**src/rtl/fetch_queue_unit_pkg.sv**
```systemverilog
// Shared types and constants for the fetch queue: FSM states, fetch-entry layout and defaults.
package fetch_queue_unit_pkg;

  typedef enum logic [1:0] {
    S_REQ  = 2'd0,
    S_WAIT = 2'd1,
    S_DROP = 2'd2
  } fetch_state_e;

  localparam logic [31:0] NOP_INSTR        = 32'h0000_0000;
  localparam logic [31:0] RESET_PC_DEFAULT = 32'h0000_3000;

  typedef struct packed {
    logic [31:0] pc;
    logic [31:0] instr;
  } fetch_entry_t;

  function automatic logic [31:0] align_word(input logic [31:0] addr);
    return {addr[31:2], 2'b00};
  endfunction

endpackage

```
**src/rtl/fetch_fifo.sv**
```systemverilog
// Circular buffer of fetched {pc, instr} entries; clear wins over push and pop.
module fetch_fifo
  import fetch_queue_unit_pkg::*;
#(
  parameter int unsigned Depth = 2,
  localparam int unsigned PtrW = $clog2(Depth),
  localparam int unsigned CntW = PtrW + 1
) (
  input  logic            clk,
  input  logic            reset,
  input  logic            push_i,
  input  fetch_entry_t    push_entry_i,
  input  logic            pop_i,
  input  logic            clear_i,
  output logic [CntW-1:0] count_o,
  output fetch_entry_t    head_o
);

  fetch_entry_t    mem_q [Depth];
  logic [PtrW-1:0] wr_q, wr_d;
  logic [PtrW-1:0] rd_q, rd_d;
  logic [CntW-1:0] count_q, count_d;

  // Depth is a power of two, so the pointers wrap by plain overflow.
  always_comb begin
    wr_d    = wr_q;
    rd_d    = rd_q;
    count_d = count_q;
    if (clear_i) begin
      wr_d    = '0;
      rd_d    = '0;
      count_d = '0;
    end else begin
      if (push_i) wr_d = wr_q + PtrW'(1);
      if (pop_i)  rd_d = rd_q + PtrW'(1);
      count_d = count_q + CntW'(push_i) - CntW'(pop_i);
    end
  end

  always_ff @(posedge clk) begin
    if (reset) begin
      wr_q    <= '0;
      rd_q    <= '0;
      count_q <= '0;
    end else begin
      wr_q    <= wr_d;
      rd_q    <= rd_d;
      count_q <= count_d;
    end
  end

  always_ff @(posedge clk) begin
    if (push_i && !clear_i) mem_q[wr_q] <= push_entry_i;
  end

  assign count_o = count_q;
  assign head_o  = mem_q[rd_q];

endmodule

```
**src/rtl/fetch_queue_unit.sv**
```systemverilog
// Fetch front end: issues one imem request at a time, buffers responses and feeds the IF/ID
// register; redirects flush the buffer and discard any in-flight response.
module fetch_queue_unit
  import fetch_queue_unit_pkg::*;
#(
  parameter logic [31:0] RESET_PC = RESET_PC_DEFAULT,
  parameter int unsigned DEPTH    = 2
) (
  input  logic        clk,
  input  logic        reset,
  output logic        imem_req_valid,
  output logic [31:0] imem_req_addr,
  input  logic        imem_req_ready,
  input  logic        imem_rsp_valid,
  input  logic [31:0] imem_rsp_data,
  input  logic        stall,
  input  logic        redirect_valid,
  input  logic [31:0] redirect_pc,
  output logic        f_valid,
  output logic [31:0] f_instr,
  output logic [31:0] f_pc
);

  localparam int unsigned CntW = $clog2(DEPTH) + 1;

  fetch_state_e    state_q, state_d;
  logic [31:0]     pc_q, pc_d;
  logic [31:0]     req_pc_q, req_pc_d;
  logic [CntW-1:0] count;
  fetch_entry_t    head;
  fetch_entry_t    push_entry;
  logic            handshake;
  logic            push;
  logic            pop;

  // Credit check: only request when the buffer is guaranteed room for the response.
  assign imem_req_valid = (state_q == S_REQ) && (count < CntW'(DEPTH)) && !redirect_valid
                          && !reset;
  assign imem_req_addr  = pc_q;
  assign handshake      = imem_req_valid && imem_req_ready;

  assign push       = (state_q == S_WAIT) && imem_rsp_valid && !redirect_valid;
  assign pop        = f_valid && !stall && !redirect_valid;
  assign push_entry = '{pc: req_pc_q, instr: imem_rsp_data};

  always_comb begin
    state_d  = state_q;
    pc_d     = pc_q;
    req_pc_d = req_pc_q;
    case (state_q)
      S_REQ: begin
        if (handshake) state_d = S_WAIT;
      end
      S_WAIT: begin
        if (imem_rsp_valid)      state_d = S_REQ;
        else if (redirect_valid) state_d = S_DROP;
      end
      S_DROP: begin
        if (imem_rsp_valid) state_d = S_REQ;
      end
      default: state_d = S_REQ;
    endcase
    if (redirect_valid) begin
      pc_d = align_word(redirect_pc);
    end else if (handshake) begin
      pc_d     = pc_q + 32'd4;
      req_pc_d = pc_q;
    end
  end

  always_ff @(posedge clk) begin
    if (reset) begin
      state_q  <= S_REQ;
      pc_q     <= RESET_PC;
      req_pc_q <= '0;
    end else begin
      state_q  <= state_d;
      pc_q     <= pc_d;
      req_pc_q <= req_pc_d;
    end
  end

  fetch_fifo #(
    .Depth(DEPTH)
  ) u_fifo (
    .clk         (clk),
    .reset       (reset),
    .push_i      (push),
    .push_entry_i(push_entry),
    .pop_i       (pop),
    .clear_i     (redirect_valid),
    .count_o     (count),
    .head_o      (head)
  );

  assign f_valid = (count != '0);
  assign f_instr = f_valid ? head.instr : NOP_INSTR;
  assign f_pc    = f_valid ? head.pc : 32'h0;

endmodule

```
**config.mk**
```make
export PLATFORM = sky130hd
export DESIGN_NAME = fetch_queue_unit
export DESIGN_NICKNAME = d
export VERILOG_FILES = /design/src/rtl/fetch_queue_unit_pkg.sv /design/src/rtl/fetch_fifo.sv /design/src/rtl/fetch_queue_unit.sv
export SDC_FILE = /design/constraint.sdc
export NUM_CORES = 1
export LEC_CHECK = 0
export ABC_AREA = 1
export ABC_CLOCK_PERIOD_IN_PS = 14500
export CORE_MARGIN = 5
export CORE_UTILIZATION = 40
export DETAILED_ROUTE_END_ITERATION = 10
export DONT_BUFFER_PORTS = 1
export PLACE_DENSITY = 0.6
export RECOVER_POWER = 25
export SYNTH_ARGS = -nofsm -noshare
export SYNTH_HDL_FRONTEND = slang
export SYNTH_HIERARCHICAL = 1
export SYNTH_SLANG_ARGS = --single-unit
export TNS_END_PERCENT = 30
```
**constraint.sdc**
```tcl
create_clock -name clk -period 14.5 [get_ports clk]
set_clock_uncertainty 0.1 [all_clocks]
set_input_delay 1.45 -clock clk [delete_from_list [all_inputs] [get_ports clk]]
set_output_delay 1.45 -clock clk [all_outputs]
set_load 0.01 [all_outputs]
```
==> metrics.csv, run 1 <==
stage;metric;value;unit
routing;top routing layer used;met4;
logic_synthesis;largest family of logic cells by synthesized area;simple AND/OR/NAND/NOR gates;
worst_setup_path;crit-path cells;buf_4, mux2_4, inv_1, nor2_1;
cells_and_area;share of cells above drive strength 1;12.61;%
sta;fmax;0.2480;GHz
logic_synthesis;Mapped Cells;911;
sta;RSZ-0062 raised after global routing;false;
logic_synthesis;biggest area consumer among synthesized cells;edfxtp_1;
logic_synthesis;register area share after synthesis;57.09;%
routing;Post-DRT Antenna Nets;0;
worst_hold_path;Hold Crit Class;reg -> reg;
worst_setup_path;worst endpoint required time;12950;ps
power;Logic pwr share;3.2;%
grt;total track usage;15.57;%
die;starting density of the core;40.36;%
worst_setup_path;Startpoint Class;flop;
sta;relative slew slack;38.89;%
place;Final HPWL DP;13.34;mm
die;# rows;55;
power;Cell Int Power;866.0;µW
sta;fin. max-slew vios;0;
logic_synthesis;synth warn;6;
worst_setup_path;Setup CP Type;reg -> out;
logic_synthesis;Post-Synth XOR/XNOR Area;0.7715;%
logic_synthesis;synth unique cells;34;
logic_synthesis;top-count cell post-synth;nor2_1;
clock_tree;Num Clock Sinks;195;
grt;initial antenna violation count;0;
routing;total wire length;19.93;mm
die;DIE WIDTH;160.7;µm
die;Die Y;160.7;µm
clock_tree;Reg clk slew, reported paths;70;ps
logic_synthesis;Synth Flop Type;edfxtp_1;
logic_synthesis;Post-synth EDFFs;128;
power;Peak VDD IR;0.00007282;V
worst_setup_path;WP data arrival;2480;ps
clock_tree;hold_buf cts;0;
sta;hold_ws;354.0;ps
clock_tree;postcts setup bufs;0;
routing;initial DRC count;351;
sta;period utilization;27.80;%
logic_synthesis;Mapped Area;9082;µm²
place;RePlAce Congestion;0.8377;
logic_synthesis;post-synth top area share;42.32;%
logic_synthesis;Syn Area/Cell;9.970;µm²
logic_synthesis;Synth Area in Adders;0.4133;%
power;part of the power in the clock network;41.9;%
power;Sw Share;22.89;%
sta;Hold Vio Cnt, Final;0;
worst_setup_path;crit path capture type;primary output;
clock_tree;htree depth;4;
sta;final setup vio count;0;
clock_tree;clk_lat worst skew;430;ps
logic_synthesis;multiplexer share of the synthesized area;10.41;%
routing;DR WL/cell;16.65;µm
logic_synthesis;simple-gate portion of the synthesized area;17.95;%
place;Place WS;10650;ps
die;die area;25820;µm²
clock_tree;post-cts sizing count;0;
grt;first-pass GRT wire length;31.58;mm
routing;First-pass DRT Iterations;4;
routing;Avg Vias per Cell;4.888;
worst_setup_path;Worst path slowest cell;buf_4;
clock_tree;Clock Path Buffers;2;
clock_tree;CTS tree;yes;
worst_setup_path;slowest cell delay on critical path;690;ps
cells_and_area;Final Cell Area;9788;µm²
routing;met3 routed WL;1.662;mm
run;max_cap viols;0;
worst_setup_path;delay-heaviest family, CP;buffers and inverters;
logic_synthesis;Post-synth top cells;nor2_1 (156), inv_1 (142), nand2_1 (131), edfxtp_1 (128), dfxtp_1 (67);
status;status;finished, final reports clean;
place;IO Port Bufs;0;
clock_tree;Num CTS Buffers;17;
logic_synthesis;Async S/R FF share, synth;0;%
worst_setup_path;Buf/Inv on CP;2;
logic_synthesis;post-synthesis register bit count;195;
cells_and_area;antenna cells;0;
cells_and_area;Nets;972;
logic_synthesis;Compound-Gate Fraction of Synth Area;3.912;%
power;Pwr per Cell Area;114.7;nW/µm²
die;Core ar.;22500;µm²
sta;fin worst setup slack;10470;ps
grt;pin count of the biggest net entering global routing;67;
power;sequential share of power;54.9;%
routing;Metal-1 WL;8.774;mm
clock_tree;clock root buffer;clkbuf_16;
worst_setup_path;crit path max fanout;39;
sta;Fin Setup TNS;0;ps
power;Static Leakage;0.003932;µW
place;dpl cell area;9195;µm²
routing;Met2 Wirelength;9.230;mm
sta;Worst-Margin Slew;915.4;ps
grt;vias in the first global route;5809;
power;NetSw;257.1;µW
logic_synthesis;ranking of synthesized cells by area;edfxtp_1 (42%), dfxtp_1 (15%), mux2_4 (9.9%), nor2_1 (6.4%), inv_1 (5.9%);
cells_and_area;P&R area growth vs syn;7.770;%
routing;via count;5851;
sta;fin crit period;4032;ps
die;I/O pins;168;
grt;grt total ovfl;0;
routing;post-route DRC violation count;0;
-- power by group through the flow --
stage / Combinational (µW) / Clock [µW] / Sequential (µW)
3_3_place_gp: 35.6 / 0 / 628
2_1_floorplan: 34.1 / 0 / 624
5_1_grt: 42.7 / 506 / 618
6_report: 36.2 / 470 / 616
4_1_cts: 36.5 / 485 / 616
3_5_place_dp: 36.3 / 0 / 629
-- cells by family (layout without fill, tap and decap cells) --
logic type,after synthesis,count (layout)
AOI/OAI and AO/OA,69,69
and+or+nand+nor,387,387
adders and majority gates,3,3
muxes,64,64
buffers and inverters,184,180
xor gates and xnor gates,8,8
other,1,6
DFF,195,195
-- metrics by stage --
stage | util, % | total power (µW) | cells
floorplan | - | 658.1 | 916
global placement | 40.86 | 664.1 | 1165
detailed placement | 40.86 | 665.4 | 1165
CTS | 43.50 | 1138 | 1197
global route | 43.50 | 1167 | 1197
finish | 43.50 | 1123 | 1197
-- area by class of cell --
class | count | area [µm²]
timing repair buffer | 4 | 30.03
multi-input combinational | 537 | 3079
sequential | 195 | 5189
inverter | 144 | 540.5
clock inverter | 14 | 142.6
fill | 2177 | 12710
clock buffer | 18 | 450.4
tap | 285 | 356.6
-- flip-flops by register name, indices dropped and copies added, names as in the netlist, named ones only --
signal          flops
u_fifo/mem_q      128
imem_req_addr      30
req_pc_q           30
state_q             2
u_fifo/count_o      2
u_fifo/rd_q         1
u_fifo/wr_q         1
-- final timing paths --
check             cells after the start                   to         startpoint  slack (ps)
setup / recovery                      4             f_pc[13]               flop       10470
hold / removal                        0  u_fifo/mem_q[0][52]       req_pc_q[20]         350
setup reg to reg                      5    imem_req_addr[11]  u_fifo/count_o[1]       11700
hold reg to reg                       0  u_fifo/mem_q[0][52]       req_pc_q[20]         350
-- placed cells by master (no fill, tap or decap), types with 2 or more instances in the layout --
cell type	instances
xnor2_1	2
inv_1	142
clkinv_1	2
o21ai_0	33
ha_1	3
inv_8	2
nor3_2	2
conb_1	6
dfxtp_1	66
mux2_2	4
clkbuf_16	18
xor2_1	6
buf_4	4
nor3_1	17
clkinv_4	2
a31oi_1	6
nor2_4	3
nor2_1	155
inv_6	4
nand4_1	5
edfxtp_1	128
nor2_2	6
clkinv_2	2
nand2_1	131
nand3_1	63
mux2_4	60
a21oi_1	29
-- routing by layer --
layer	vias to the layer above	global-route usage, %
met5	-	0
met4	0	4.067
met3	18	5.414
met2	165	25.08
met1	2747	20.14
li1	2921	-
No activity file was read; power rests on OpenSTA's default activity.
==> run 2: changes to the inputs <==
Settings changed: ABC_CLOCK_PERIOD_IN_PS 14500 to 3760.
Clock period 14.5 ns to 3.76 ns, I/O delays scaled along.
==> metrics.csv, run 2 (same netlist as run 1, synthesis figures left out) <==
stage;metric;value;unit
sta;fin crit period;2725;ps
cells_and_area;antenna cells;0;
worst_setup_path;Worst R2R Path Depth;6;
power;Pwr per Cell Area;432.8;nW/µm²
cells_and_area;utilization after layout;45.57;%
routing;First-pass DRT Iterations;4;
clock_tree;Num Clock Sinks;195;
clock_tree;clk_lat worst skew;430;ps
cells_and_area;Fillers;2108;
cells_and_area;Sequential Area;5189;µm²
worst_setup_path;Setup CP Type;reg -> reg;
clock_tree;Clock Path Buffers;2;
grt;pin count of the biggest net entering global routing;66;
cells_and_area;commonest non-fill, non-tap cells in the layout;nor2_1 (155), inv_1 (142), nand2_1 (131);
power;Logic pwr share;4.3;%
worst_hold_path;Hold Crit Class;in -> reg;
sta;fin. max-slew vios;0;
power;sequential share of power;53.6;%
cells_and_area;Final Cell Area;10250;µm²
worst_setup_path;worst r2r src;state_q[0];
die;starting density of the core;40.36;%
power;NetSw;982.9;µW
run;max_cap viols;0;
power;Peak VDD IR;0.0002656;V
sta;fmax;0.3670;GHz
routing;via count;5984;
clock_tree;htree depth;4;
power;Sw Share;22.15;%
clock_tree;hold_buf cts;40;
clock_tree;postcts setup bufs;0;
cells_and_area;most common cell after layout, fill and taps aside;nor2_1;
routing;Avg Vias per Cell;4.830;
cells_and_area;area taken by multi-input logic gates;3092;µm²
die;# rows;55;
power;part of the power in the clock network;42.2;%
clock_tree;Reg clk slew, reported paths;80;ps
grt;first-pass GRT wire length;31.57;mm
cells_and_area;max reg flops;128;
power;Power Total;4438;µW
cells_and_area;share of cells above drive strength 1;12.47;%
sta;final setup vio count;0;
routing;post-route DRC violation count;0;
power;Static Leakage;0.004138;µW
sta;relative slew slack;38.57;%
worst_hold_path;hold depth;2;
routing;DR WL/cell;16.27;µm
sta;RSZ-0062 raised after global routing;false;
routing;Post-DRT Antenna Nets;0;
die;I/O pins;168;
place;IO Port Bufs;0;
grt;vias in the first global route;5665;
worst_setup_path;Startpoint Class;flop;
grt;total track usage;15.58;%
clock_tree;post-cts sizing count;0;
status;status;finished, final reports clean;
cells_and_area;Nets;1014;
power;Cell Int Power;3456;µW
die;DIE WIDTH;160.7;µm
worst_setup_path;worst endpoint required time;4040;ps
worst_hold_path;Hold Path Origin;redirect_pc[7];
worst_setup_path;crit path max fanout;56;
routing;initial DRC count;343;
place;Final HPWL DP;13.28;mm
place;RePlAce Congestion;0.9164;
sta;hold_ws;25.11;ps
routing;total wire length;20.16;mm
grt;initial antenna violation count;0;
die;die area;25820;µm²
worst_setup_path;R2R Setup Slk;1040;ps
clock_tree;clock root buffer;clkbuf_16;
worst_setup_path;WP data arrival;3000;ps
die;Die Y;160.7;µm
worst_setup_path;crit path capture type;flop;
place;dpl cell area;9223;µm²
sta;Worst-Margin Slew;921.5;ps
grt;grt total ovfl;0;
cells_and_area;Largest Register;u_fifo/mem_q;
die;Core ar.;22500;µm²
clock_tree;CTS tree;yes;
clock_tree;Num CTS Buffers;17;
sta;Hold Vio Cnt, Final;0;
sta;period utilization;72.46;%
worst_hold_path;Hold Path End;imem_req_addr[7];
worst_setup_path;R2R Path End;imem_req_addr[11];
cells_and_area;P&R area growth vs syn;12.91;%
-- run 2: per-layer routing --
layer | up-vias | track usage, % | part of all wire (%)
li1 | 3005 | - | -
met1 | 2806 | 21.52 | 47
met2 | 159 | 24.46 | 45
met3 | 14 | 4.080 | 6.8
met4 | 0 | 4.145 | 1.1
met5 | - | 0 | 0
-- run 2: cell type report --
type                            instances  area share (%)
Sequential cell                       195           50.60
Inverter                              144           5.271
Tap cell                              285           3.477
Clock buffer                           19           4.527
Multi-Input combinational cell        537           30.15
Clock inverter                         13           1.537
Timing Repair Buffer                   46           4.441
-- run 2: worst max path at each step --
stage,startpoint,endpoint,depth (start not counted)
2_1_floorplan,redirect_valid,u_fifo/mem_q[1][0],5
3_3_place_gp,flop,f_instr[23],4
3_5_place_dp,state_q[0],u_fifo/mem_q[0][24],5
4_1_cts,state_q[0],imem_req_addr[11],6
5_1_grt,state_q[0],imem_req_addr[11],6
6_report,state_q[0],imem_req_addr[11],6
-- run 2: power by group through the flow --
stage                     sequential [µW]  combinational (µW)  clock, µW
final                                2380                 190       1870
after global routing                 2380                 216       2030
after CTS                            2380                 191       1930
after detailed placement             2430                 140          0
after global placement               2420                 139          0
after floorplan                      2410                 132          0
-- run 2: stage by stage --
step,setup TNS [ps],worst slack [ps],instances
after CTS,0,1004,1239
after detailed placement,0,1532,1167
final,0,1035,1239
after global placement,0,1539,1167
after global routing,0,805.1,1239
after floorplan,-30980,-242.0,916
-- run 2: worst max-delay path: stages, from the launching register on --
cell	delay (ps)
dfxtp_1	360
nor2_2	190
nand4_4	290
inv_2	770
nand3_1	230
a31oi_1	170
dlygate4sd3_1	550
